File: config.mk
export PLATFORM = sky130hd
export DESIGN_NAME = hcsr04_emulador
export DESIGN_NICKNAME = d
export VERILOG_FILES = /design/src/rtl/hcsr04_pkg.sv /design/src/rtl/hcsr04_contador_ciclos.sv /design/src/rtl/hcsr04_emulador.sv
export SDC_FILE = /design/constraint.sdc
export NUM_CORES = 1
export LEC_CHECK = 0
export CAP_MARGIN = 40
export CELL_PAD_IN_SITES_DETAIL_PLACEMENT = 1
export CELL_PAD_IN_SITES_GLOBAL_PLACEMENT = 1
export CORE_UTILIZATION = 45
export CTS_CLUSTER_DIAMETER = 80
export DETAILED_ROUTE_END_ITERATION = 8
export PLACE_DENSITY = 0.86
export SLEW_MARGIN = 0
export SYNTH_ARGS = -nofsm -noshare
export SYNTH_HDL_FRONTEND = slang
export SYNTH_SLANG_ARGS = --single-unit
File: constraint.sdc
create_clock -name clock -period 7.1 [get_ports clock]
set_input_delay 0.71 -clock clock [delete_from_list [all_inputs] [get_ports clock]]
set_output_delay 0.71 -clock clock [all_outputs]
set_load 0.1 [all_outputs]
File: src/rtl/hcsr04_pkg.sv
// Shared definitions for the HC-SR04 emulator and the measurement interface:
// state/debug codes, 50 MHz timing defaults and the counter width.
package hcsr04_pkg;

    localparam int CONT_W = 22;

    localparam int unsigned CICLOS_TRIG_MIN_DEF = 500;
    localparam int unsigned CICLOS_RAJADA_DEF   = 10000;
    localparam int unsigned CICLOS_POR_CM_DEF   = 2941;
    localparam int unsigned DIST_MAX_DEF        = 400;
    localparam int unsigned CICLOS_TIMEOUT_DEF  = 1900000;
    localparam int unsigned CICLOS_HOLDOFF_DEF  = 500000;

    // Encodings double as the db_estado codes seen on the debug port.
    typedef enum logic [3:0] {
        REPOUSO      = 4'h0,
        TRIG_ALTO    = 4'h1,
        ESPERA_QUEDA = 4'h2,
        RAJADA       = 4'h3,
        ECO          = 4'h4,
        HOLDOFF      = 4'h5
    } estado_e;

    localparam logic [3:0] DB_ILEGAL = 4'hE;

endpackage

File: src/rtl/hcsr04_contador_ciclos.sv
// contador_ciclos: loadable 22-bit up/down cycle counter shared by every
// emulator state; fim flags that the count equals the requested target.
module contador_ciclos
    import hcsr04_pkg::*;
(
    input  logic              clock,
    input  logic              reset,
    input  logic              zera,
    input  logic              carrega,
    input  logic              conta,
    input  logic              desce,
    input  logic [CONT_W-1:0] valor,
    input  logic [CONT_W-1:0] alvo,
    output logic              fim
);

    logic [CONT_W-1:0] cont_q;
    logic [CONT_W-1:0] cont_d;

    // NOTE: cont_d gets a default first so no path leaves it unassigned (no latch).
    always_comb begin
        cont_d = cont_q;
        if (carrega) begin
            cont_d = valor;
        end else if (zera) begin
            cont_d = '0;
        end else if (conta) begin
            cont_d = desce ? cont_q - CONT_W'(1) : cont_q + CONT_W'(1);
        end
    end

    // NOTE: state registers use non-blocking assignments only.
    always_ff @(posedge clock or negedge reset) begin
        if (!reset) begin
            cont_q <= '0;
        end else begin
            cont_q <= cont_d;
        end
    end

    assign fim = (cont_q == alvo);

endmodule

File: src/rtl/hcsr04_emulador.sv
// HC-SR04 sensor emulator: trigger in, delayed echo pulse out whose width encodes distancia.
// Optional echo-width jitter from an 8-bit LFSR when HCSR04_EMU_RUIDO_EN is defined.
module hcsr04_emulador
    import hcsr04_pkg::*;
#(
    parameter int unsigned CICLOS_TRIG_MIN = CICLOS_TRIG_MIN_DEF,
    parameter int unsigned CICLOS_RAJADA   = CICLOS_RAJADA_DEF,
    parameter int unsigned CICLOS_POR_CM   = CICLOS_POR_CM_DEF,
    parameter int unsigned DIST_MAX        = DIST_MAX_DEF,
    parameter int unsigned CICLOS_TIMEOUT  = CICLOS_TIMEOUT_DEF,
    parameter int unsigned CICLOS_HOLDOFF  = CICLOS_HOLDOFF_DEF
) (
    input  logic       clock,
    input  logic       reset,
    input  logic       trigger,
    input  logic [8:0] distancia,
    input  logic       habilita,
    output logic       echo,
    output logic       ocupado,
    output logic [3:0] db_estado
);

    estado_e           state_q, state_d;
    logic [1:0]        sinc_q, sinc_d;
    logic [8:0]        dist_q, dist_d;
    logic              armado_q, armado_d;
    logic              echo_q, echo_d;
    logic              trig_s;
    logic              aceita;
    logic [CONT_W-1:0] largura;
    logic [CONT_W-1:0] jitter;
    logic [CONT_W-1:0] alvo;
    logic              zera, carrega, conta, desce, fim;

    // NOTE: trigger comes from another clock domain; two flops before any use.
    assign sinc_d = {sinc_q[0], trigger};
    assign trig_s = sinc_q[1];

    always_comb begin
        state_d = state_q;
        case (state_q)
            REPOUSO:      if (habilita && trig_s && armado_q) state_d = TRIG_ALTO;
            TRIG_ALTO:    if (!trig_s) state_d = REPOUSO;
                          else if (fim) state_d = ESPERA_QUEDA;
            ESPERA_QUEDA: if (!trig_s) state_d = RAJADA;
            RAJADA:       if (fim) state_d = ECO;
            ECO:          if (fim) state_d = HOLDOFF;
            HOLDOFF:      if (fim) state_d = REPOUSO;
            default:      state_d = REPOUSO;
        endcase
        if (!habilita) state_d = REPOUSO;
    end

    assign aceita = (state_q == TRIG_ALTO) && (state_d == ESPERA_QUEDA);
    assign dist_d = aceita ? distancia : dist_q;
    assign echo_d = (state_d == ECO);

    // A trigger seen high during HOLDOFF must fall before it can start a new measurement.
    always_comb begin
        armado_d = armado_q;
        if (!trig_s) begin
            armado_d = 1'b1;
        end else if (state_q == HOLDOFF) begin
            armado_d = 1'b0;
        end
    end

    always_comb begin
        if (dist_q != 9'd0 && 32'(dist_q) <= DIST_MAX) begin
            largura = CONT_W'(dist_q) * CONT_W'(CICLOS_POR_CM);
        end else begin
            largura = CONT_W'(CICLOS_TIMEOUT);
        end
        largura = largura + jitter;
    end

`ifdef HCSR04_EMU_RUIDO_EN
    logic [7:0] lfsr_q, lfsr_d;

    assign lfsr_d = aceita ? {lfsr_q[6:0], lfsr_q[7] ^ lfsr_q[5] ^ lfsr_q[4] ^ lfsr_q[3]}
                           : lfsr_q;
    assign jitter = {{(CONT_W-4){1'b0}}, lfsr_q[3:0]};

    always_ff @(posedge clock or negedge reset) begin
        if (!reset) begin
            lfsr_q <= 8'hA5;
        end else begin
            lfsr_q <= lfsr_d;
        end
    end
`else
    assign jitter = '0;
`endif

    // Up-counting states stop at N-1 (N cycles); ECO loads largura and counts down to 1.
    always_comb begin
        zera    = (state_d != state_q);
        carrega = (state_d != state_q) && (state_d == ECO);
        conta   = (state_q == TRIG_ALTO) || (state_q == RAJADA) ||
                  (state_q == ECO)       || (state_q == HOLDOFF);
        desce   = (state_q == ECO);
        alvo    = '0;
        case (state_q)
            TRIG_ALTO: alvo = CONT_W'(CICLOS_TRIG_MIN - 1);
            RAJADA:    alvo = CONT_W'(CICLOS_RAJADA - 1);
            ECO:       alvo = CONT_W'(1);
            HOLDOFF:   alvo = CONT_W'(CICLOS_HOLDOFF - 1);
            default:   alvo = '0;
        endcase
    end

    contador_ciclos u_contador (
        .clock   (clock),
        .reset   (reset),
        .zera    (zera),
        .carrega (carrega),
        .conta   (conta),
        .desce   (desce),
        .valor   (largura),
        .alvo    (alvo),
        .fim     (fim)
    );

    always_ff @(posedge clock or negedge reset) begin
        if (!reset) begin
            state_q  <= REPOUSO;
            sinc_q   <= 2'b00;
            dist_q   <= 9'd0;
            armado_q <= 1'b1;
            echo_q   <= 1'b0;
        end else begin
            state_q  <= state_d;
            sinc_q   <= sinc_d;
            dist_q   <= dist_d;
            armado_q <= armado_d;
            echo_q   <= echo_d;
        end
    end

    always_comb begin
        db_estado = DB_ILEGAL;
        case (state_q)
            REPOUSO, TRIG_ALTO, ESPERA_QUEDA, RAJADA, ECO, HOLDOFF: db_estado = state_q;
            default: db_estado = DB_ILEGAL;
        endcase
    end

    assign echo    = echo_q;
    assign ocupado = (state_q != REPOUSO);

endmodule
-- Word level (Yosys, flattened, before mapping)
Index checks and enable logic that the tools add are counted.
- reductions and logical operators: 13
- $add $sub $neg: 2
- muxes and demuxes: 18
- equal/unequal tests: 10
- magnitude comparators: 1
- multiply operators: 1
- operators by type and width (cell ; count):
    22-bit two-way mux ; 4
    19-bit one-hot mux with 4 select lines ; 1
    4-bit two-way mux ; 9
    4-bit one-hot mux with 6 select lines ; 1
    22-bit by 1-bit adder with 22-bit output (second input constant) ; 1
    22-bit by 19-bit equality test with 1-bit output ; 1
    22-bit by 1-bit subtractor with 22-bit output (second input constant) ; 1
    9-bit by 12-bit multiplier with 21-bit output (second input constant) ; 1
    21-bit two-way mux ; 1
    4-bit by 2-bit equality test with 1-bit output (second input constant) ; 3
    4-bit by 3-bit equality test with 1-bit output (second input constant) ; 3
    9-bit less-or-equal comparator (second input constant) ; 1
    9-bit nonzero test ; 1
    6-bit OR reduction ; 1
    1-bit logical AND ; 5
    4-bit by 1-bit equality test with 1-bit output (second input constant) ; 1
    4-bit logical NOT ; 1
    4-bit != test ; 1
    4-bit nonzero test ; 1
    1-bit logical OR ; 3
    3-bit nonzero test ; 1
    1-bit two-way mux ; 2
    2-bit by 1-bit != test with 1-bit output (second input constant) ; 1
- register bits after elaboration: 39
- word-level logic and storage cells: 51

-- Longest topological paths before layout
Gate-level depths: netlist of the first run.
- depth after elaboration: 10
- depth in mapped cells: 19

-- By module
A second synthesis of the first run with hierarchy kept.
- cells, all modules: 656
- area, all modules: 5657.9 um2
- by module, submodules not included (module ; cells an instance ; times used ; seq. area each (um2) ; area each (um2)):
    hcsr04_emulador ; 371 ; 1 ; 426.7 ; 3246.9
    contador_ciclos ; 285 ; 1 ; 550.5 ; 2411.1

-- Worst setup path before layout of the first run
Ideal clock, no wire load.
- path kind: register to register
- start: register dist_q[6]
- end: register u_contador.cont_q[20]
- clock period less this slack: 4.695 ns
- stages on the path, launching flop included: 19
- buffers on the path: 0
- data arrival time: 4.622 ns
- library setup time: 0.073 ns
- path slack: 2.405 ns
- path through: dfrtp_1 -> fa_1 -> inv_1 -> fa_1 -> inv_1 -> fa_1 -> inv_1 -> fa_1 -> inv_1 -> ha_1 -> or2_2 -> a21o_1 -> a31oi_1 -> nor2b_1 -> o21a_1 -> o41ai_1 -> xnor2_1 -> o21ai_2 -> a21boi_2
- longest elaborated chain between the ends: 4
- elaborated cells on any way between the ends: 6
- classes of those cells: mul (1); order compare (1); mux (2); reduce/logical (2)
- ends and longest elaborated chain (what ; RTL line ; source):
    start: declaration ; hcsr04_emulador.sv:25 ; logic [8:0] dist_q, dist_d;
    start signal: assignment ; hcsr04_emulador.sv:134 ; dist_q <= dist_d;
    branches (longest 2 deep; another with 9-bit by 12-bit multiplier with 21-bit output) ; -- ;
    21-bit two-way mux (*) ; hcsr04_emulador.sv:69 ; if (dist_q != 9'd0 && 32'(dist_q) <= DIST_MAX) begin
    22-bit two-way mux (*) ; hcsr04_contador_ciclos.sv:23 ; if (carrega) begin
    end signal: assignment ; hcsr04_contador_ciclos.sv:37 ; cont_q <= cont_d;
    end: declaration ; hcsr04_contador_ciclos.sv:17 ; logic [CONT_W-1:0] cont_q;
Mark *: on every way between the ends.
A chain may end at the register's enable or synchronous reset.

-- Worst setup path after layout of the first run
- start: register dist_q[7]
- end: register u_contador.cont_q[20]
Same word-level chain as after synthesis.

==> results of run 1 <==
[metal layers]
metal  vias up  global-route usage  wire length [um]
met1      2313               0.330              6490
met2       125               0.545              8590
met3        58              0.0353               541
met4         0               0.175               920
li1       2044                   -                 -
met5         -                   0                 0
[power by group]
group          internal [mW]  switching [mW]
clock                  0.166           0.104
sequential             0.226         0.00791
combinational          0.309           0.503
total                  0.702           0.615
[sequential cells by signal (all words and copies together) (netlist names)]
name / count
dist_q: 9
armado_q: 1
sinc_q: 2
u_contador.cont_q: 22
state_q: 4
echo: 1
[logic make-up after synthesis]
| family | synth area share |
|---|---|
| AOI/OAI and AO/OA | 0.179 |
| xor gates and xnor gates | 0.0583 |
| adders and majority gates | 0.322 |
| buffers and inverters | 0.0928 |
| DFF | 0.186 |
| muxes | 0.0274 |
| other | 0.000713 |
| and+or+nand+nor | 0.134 |
[cells in the mapped netlist, types with 5 or more instances]
| master | instances |
|---|---|
| o21a_1 | 5 |
| o21ai_0 | 30 |
| o22ai_1 | 6 |
| dfrtp_1 | 38 |
| nand2b_1 | 5 |
| inv_1 | 103 |
| a21oi_1 | 39 |
| nor3_1 | 9 |
| a21o_1 | 8 |
| clkbuf_1 | 6 |
| nor2_1 | 27 |
| nor2b_1 | 13 |
| o22ai_2 | 7 |
| buf_2 | 6 |
| o211ai_1 | 5 |
| or3_1 | 5 |
| nand4_1 | 5 |
| mux2i_1 | 11 |
| xnor2_1 | 22 |
| nand2_1 | 35 |
| fa_1 | 41 |
| xor2_1 | 13 |
| ha_1 | 69 |
| a31oi_1 | 8 |
| nand3_1 | 7 |
[cells in the final DEF, fill, tap and decap left out, types with 17 or more instances in the layout]
cell / count
clkdlybuf4s50_1: 17
ha_1: 69
dfrtp_1: 38
nand2_1: 35
xnor2_1: 22
a21oi_1: 39
nor2_1: 27
o21ai_0: 30
fa_1: 41
inv_1: 103
[cell type report]
| cell class | instances | area share |
|---|---|---|
| clock inverter | 3 | 0.00754 |
| sequential | 39 | 0.168 |
| inverter | 103 | 0.0665 |
| timing repair buffer | 27 | 0.0517 |
| tap | 143 | 0.0308 |
| clock buffer | 5 | 0.0215 |
| multi-input combinational | 433 | 0.654 |
[per-stage QoR]
| step | power [mW] | util | instance area [sq um] | setup WS, ps |
|---|---|---|---|---|
| after floorplan | 0.769 | - | 5260 | 2410 |
| after global placement | 0.909 | 0.484 | 5530 | 2250 |
| after detailed placement | 0.994 | 0.494 | 5640 | 1950 |
| after CTS | 1.30 | 0.509 | 5810 | 1800 |
| after global routing | 1.39 | 0.509 | 5810 | 1510 |
| final | 1.32 | 0.509 | 5810 | 1790 |
[final timing paths]
check	from	end
worst max-delay path	dist_q[7]	u_contador.cont_q[20]
worst min-delay path	reset	dist_q[7]
worst max register to register	dist_q[7]	u_contador.cont_q[20]
worst min register to register	sinc_q[0]	sinc_q[1]
max in group asynchronous	reset	armado_q
min in group clock	sinc_q[0]	sinc_q[1]
==> key figures, run 1 <==
Status
  • Status: finished, final reports clean

Setup path
  • Max stage delay on crit path: 660 ps
  • CP required: 7330 ps
  • Crit path buf inv count: 4
  • Worst Setup End Kind: flop
  • Critical path's slowest cell: fa_1
  • R2R setup slack: 1790 ps
  • WP depth: 18
  • CP Launch Type: flop
  • WP data arrival: 5540 ps
  • Length in cells of the worst reg-to-reg path: 18
  • Critical path type: reg2reg
  • CP cell instances: fa_1, inv_1, fa_1, inv_1, fa_1, inv_1, fa_1, inv_1, ha_1, nor3_1, o2111ai_1, a31oi_1, nor2b_1, o21a_1, o41ai_1, xnor2_1, o21ai_2, a21boi_2
  • Crit Path Max Fanout: 7
  • Crit path max-delay family: adder cells

Routing
  • Starting DRT DRC Count: 286
  • Vias: 4540
  • Drt wl/cell: 22.0 um
  • TritonRoute pass-1 iters: 4
  • Routed Antenna Nets: 0
  • Final Routed Wirelength: 16500 um
  • Post-route DRC: 0
  • Vias per Instance: 6.03

STA
  • RSZ-0062 raised after global routing: false
  • Setup TNS: 0 ps
  • Hold_ws: 249 ps
  • Worst slew pin tran: 751 ps
  • Min cycle time layout: 5310 ps
  • Pins Over Slew Limit: 0
  • Final setup skew: 5.24 ps
  • Fin crit share: 0.748
  • Slew HR: 0.496
  • Final setup viols: 0
  • Number of hold violations in the final report: 0
  • Max frequency: 188 MHz

Floorplan
  • Die X: 110 um
  • Die span in y: 110 um
  • Total I/O pin count: 19
  • FP Rows: 39
  • Core Footprint: 11400 sq um
  • Starting Density: 0.461
  • Die area: 12100 sq um

Flow run
  • Max Cap Viol: 0

Clock tree
  • CTS sink cnt: 39
  • Reg clk slew, reported paths: 70 ps
  • Total CTS buffers: 5
  • Post-CTS Setup Repair Bufs: 0
  • # hold bufs at CTS: 0
  • Clk_lat worst skew: 290 ps
  • Bufs on Longest Clock Path: 2
  • TritonCTS clock tree: yes
  • Max H-tree Level: 2
  • # resized after CTS: 0
  • Root Driver: clkbuf_16

Logic synthesis
  • Post-Syn Area per Cell: 8.89 sq um
  • Area share of the largest cell type after synthesis: 0.181
  • Top_reg_cell synth: dfrtp_1
  • Area contributors post-synth: dfrtp_1 18%, ha_1 16%, fa_1 16%
  • Post-synth cell types: 67
  • Yosys warns: 0
  • Gate Count Post-Synth: 592
  • Share of async-settable or async-resettable flops after synthesis: 1.00
  • Post-synth EDFFs: 0
  • Syn nets: 715
  • Synthesis-stage register bit count: 39
  • Netlist Area Pre-Place: 5260 sq um
  • Top cell type by total area after synthesis: dfrtp_1
  • Post-synthesis sequential area ratio: 0.186

Layout
  • Nets: 732
  • Area delta synth->final: 10.5%
  • Final Instance Count excl. Fillers: 753
  • Multi-input gate area: 3800 sq um
  • Sequential cell area: 977 sq um
  • Fillers: 1327
  • Diodes inserted: 0
  • Share of layout cells above drive strength 1: 0.0738

Pwr
  • Pleak: 2.90 nW
  • Pwr Density: 227 nW/um^2
  • Max rail drop VDD: 141 uV

Global route
  • Total grt overflow: 0
  • Largest net degree at the start of global routing: 39
  • Initial antenna violation count: 0
  • GRT Total Usage: 0.297
  • First-pass GRT wire length: 26400 um
  • Vias in the first global route: 5012

Hold path
  • Worst Hold Class: in2async

Placement
  • Placer Congestion: 0.881
  • DP Cell Count: 745
  • Number of port buffers: 18
  • Hpwl dp: 12900 um
Note: power is estimated with default switching activity, not from simulation.
==> inputs of run 2 (changes only) <==
CORE_UTILIZATION = 44   (was 45)
PLACE_DENSITY = 0.88   (was 0.86)
clock period = 4.4 ns   (was 7.1 ns; I/O delays follow)
==> key figures, run 2 (synthesized netlist as in run 1, its figures left out) <==
Flow run
  • Max Cap Viol: 0 (unchanged)

Layout
  • Multi-input gate area: 4190 sq um (was 3800 sq um)
  • Sequential cell area: 981 sq um (was 977 sq um)
  • Biggest regs: u_contador.cont_q x22, dist_q x9, state_q x4 (unchanged)
  • Commonest non-fill, non-tap cells in the layout: 88 x inv_1, 60 x buf_4, 54 x ha_1 (was 103 x inv_1, 69 x ha_1, 41 x fa_1)
  • Final instance area: 6690 sq um (was 5810 sq um)
  • Fillers: 1284 (was 1327)
  • Nets: 793 (was 732)
  • Max FFs per register: 22 (unchanged)
  • Most common cell after layout, fill and taps aside: inv_1 (unchanged)
  • Area delta synth->final: 27.1% (was 10.5%)
  • Share of layout cells above drive strength 1: 0.258 (was 0.0738)
  • Largest Register: u_contador.cont_q (unchanged)

Global route
  • Largest net degree at the start of global routing: 38 (was 39)
  • GRT Total Usage: 0.345 (was 0.297)
  • Initial antenna violation count: 1 (was 0)
  • First-pass GRT wire length: 32200 um (was 26400 um)
  • Vias in the first global route: 5780 (was 5012)
  • Total grt overflow: 0 (unchanged)

STA
  • Final setup viols: 9 (was 0)
  • Setup TNS: -3300 ps (was 0 ps)
  • Worst Slack Setup Final: -536 ps (was 1790 ps)
  • Final setup skew: 13.0 ps (was 5.24 ps)
  • Max frequency: 203 MHz (was 188 MHz)
  • Min cycle time layout: 4940 ps (was 5310 ps)
  • Fin crit share: 1.12 (was 0.748)
  • Hold_ws: 373 ps (was 249 ps)
  • RSZ-0062 raised after global routing: true (was false)
  • Number of hold violations in the final report: 0 (unchanged)
  • Worst slew pin tran: 854 ps (was 751 ps)
  • Pins Over Slew Limit: 0 (unchanged)
  • Slew HR: 0.426 (was 0.496)

Floorplan
  • Total I/O pin count: 19 (unchanged)
  • Starting Density: 0.457 (was 0.461)
  • FP Rows: 39 (unchanged)
  • Core Footprint: 11500 sq um (was 11400 sq um)
  • Die X: 111 um (was 110 um)
  • Die area: 12400 sq um (was 12100 sq um)
  • Die span in y: 111 um (was 110 um)

Clock tree
  • Total CTS buffers: 5 (unchanged)
  • TritonCTS clock tree: yes (unchanged)
  • Root Driver: clkbuf_16 (unchanged)
  • Reg clk slew, reported paths: 70 ps (about the same)
  • CTS sink cnt: 39 (unchanged)
  • Bufs on Longest Clock Path: 2 (unchanged)
  • Clk_lat worst skew: 310 ps (was 290 ps)
  • Max H-tree Level: 2 (unchanged)

Pwr
  • Pwr Density: 484 nW/um^2 (was 227 nW/um^2)
  • Pleak: 3.23 nW (was 2.90 nW)
  • Comb power frac: 0.739 (was 0.617)
  • Max rail drop VDD: 340 uV (was 141 uV)
  • Sequential share of power: 0.116 (was 0.178)
  • Clock power frac: 0.145 (was 0.205)
  • Power Internal: 1.67 mW (was 0.702 mW)
  • Switching share of power: 0.485 (was 0.467)
  • Switching pwr: 1.57 mW (was 0.615 mW)

Setup path
  • WP data arrival: 5100 ps (was 5540 ps)
  • Crit Path Max Fanout: 3 (was 7)
  • CP required: 4570 ps (was 7330 ps)
  • Worst r2r src: dist_q[2] (was dist_q[7])
  • Critical path type: reg2reg (unchanged)
  • Critical Path End: u_contador.cont_q[19] (was u_contador.cont_q[20])
  • Length in cells of the worst reg-to-reg path: 19 (was 18)
  • CP Launch Type: flop (unchanged)
  • R2R setup slack: -540 ps (was 1790 ps)
  • Worst Setup End Kind: flop (unchanged)
  • Reg-to-reg endpoint: u_contador.cont_q[19] (was u_contador.cont_q[20])
  • Setup crit start: dist_q[2] (was dist_q[7])

Placement
  • Placer Congestion: 0.905 (was 0.881)
  • Placed cell area: 6020 sq um (was 5640 sq um)
  • Number of port buffers: 18 (unchanged)
  • Hpwl dp: 14200 um (was 12900 um)

Routing
  • Vias per Instance: 6.36 (was 6.03)
  • Routed Antenna Nets: 0 (unchanged)
  • Starting DRT DRC Count: 364 (was 286)
  • TritonRoute pass-1 iters: 5 (was 4)
  • Vias: 5186 (was 4540)
  • Drt wl/cell: 27.6 um (was 22.0 um)
  • Final Routed Wirelength: 22500 um (was 16500 um)
  • Post-route DRC: 0 (unchanged)

Status
  • Status: finished, violations left (was finished, final reports clean)
  • Violated checks: setup timing

Hold path
  • Worst Hold Class: reg2reg (was in2async)
  • Hold path startpoint: sinc_q[0]
## run 2: changes by cell type in the layout (fill, tap and decap cells not counted), sizes merged
cell,before,now
diode,0,1
dlygate4sd3,0,1
buf,10,70
## run 2: repair_timing
item                       4_1_cts  5_1_grt
gates resized for setup         38       50
hold endpoints to repair         6        0
pin swaps                       30       26
hold buffers                     1        0
setup endpoints to repair       10       11
setup buffers                    7        8
## run 2: per-stage QoR
step	power, mW	instances	worst slack [ps]	util
5_1_grt	3.32	815	-599	0.581
6_report	3.24	815	-536	0.581
2_1_floorplan	1.28	592	-210	-
3_5_place_dp	1.88	792	-590	0.523
3_3_place_gp	1.69	785	-189	0.513
4_1_cts	2.60	808	-258	0.555
## run 2: power by group through the flow
stage / sequential [mW] / clock (mW) / combinational (mW)
finish: 0.376 / 0.469 / 2.39
global route: 0.376 / 0.472 / 2.47
CTS: 0.376 / 0.456 / 1.77
global placement: 0.381 / 0 / 1.31
detailed placement: 0.383 / 0 / 1.50
floorplan: 0.379 / 0 / 0.901
## run 2: worst min-delay path by stage
stage                     end  slack, ps  depth (start not counted)
floorplan           dist_q[0]        140                          0
global placement    sinc_q[1]        330                          0
detailed placement  dist_q[5]        310                          1
CTS                 sinc_q[1]        360                          0
global route        sinc_q[1]        370                          0
finish              sinc_q[1]        370                          0
## run 2: layout make-up
type / instances / share of cell area
Multi-Input combinational cell: 433 / 0.627
Sequential cell: 39 / 0.147
Timing Repair Buffer: 88 / 0.115
Inverter: 103 / 0.0586
Tap cell: 143 / 0.0268
Clock buffer: 5 / 0.0187
Clock inverter: 3 / 0.00655
Antenna cell: 1 / 0.000374
## run 2: per-layer routing
metal	vias up	GRT usage	routed length [um]
li1	2168	-	-
met1	2564	0.370	8050
met2	297	0.619	11000
met3	157	0.0528	1310
met4	0	0.251	2120
met5	-	0	0
## run 2: critical path: stages (launching register included)
cell      delay [ps]
dfrtp_2          420
buf_4            170
ha_4             280
inv_2             50
fa_1             560
inv_1             70
fa_1             610
inv_1            110
fa_1             560
inv_1             90
ha_4             310
buf_4            120
o21a_1           170
o21ai_2           90
a21o_4           250
o21ai_4          200
a31oi_4          110
xnor2_2          190
o211ai_1         250
o311ai_1         150
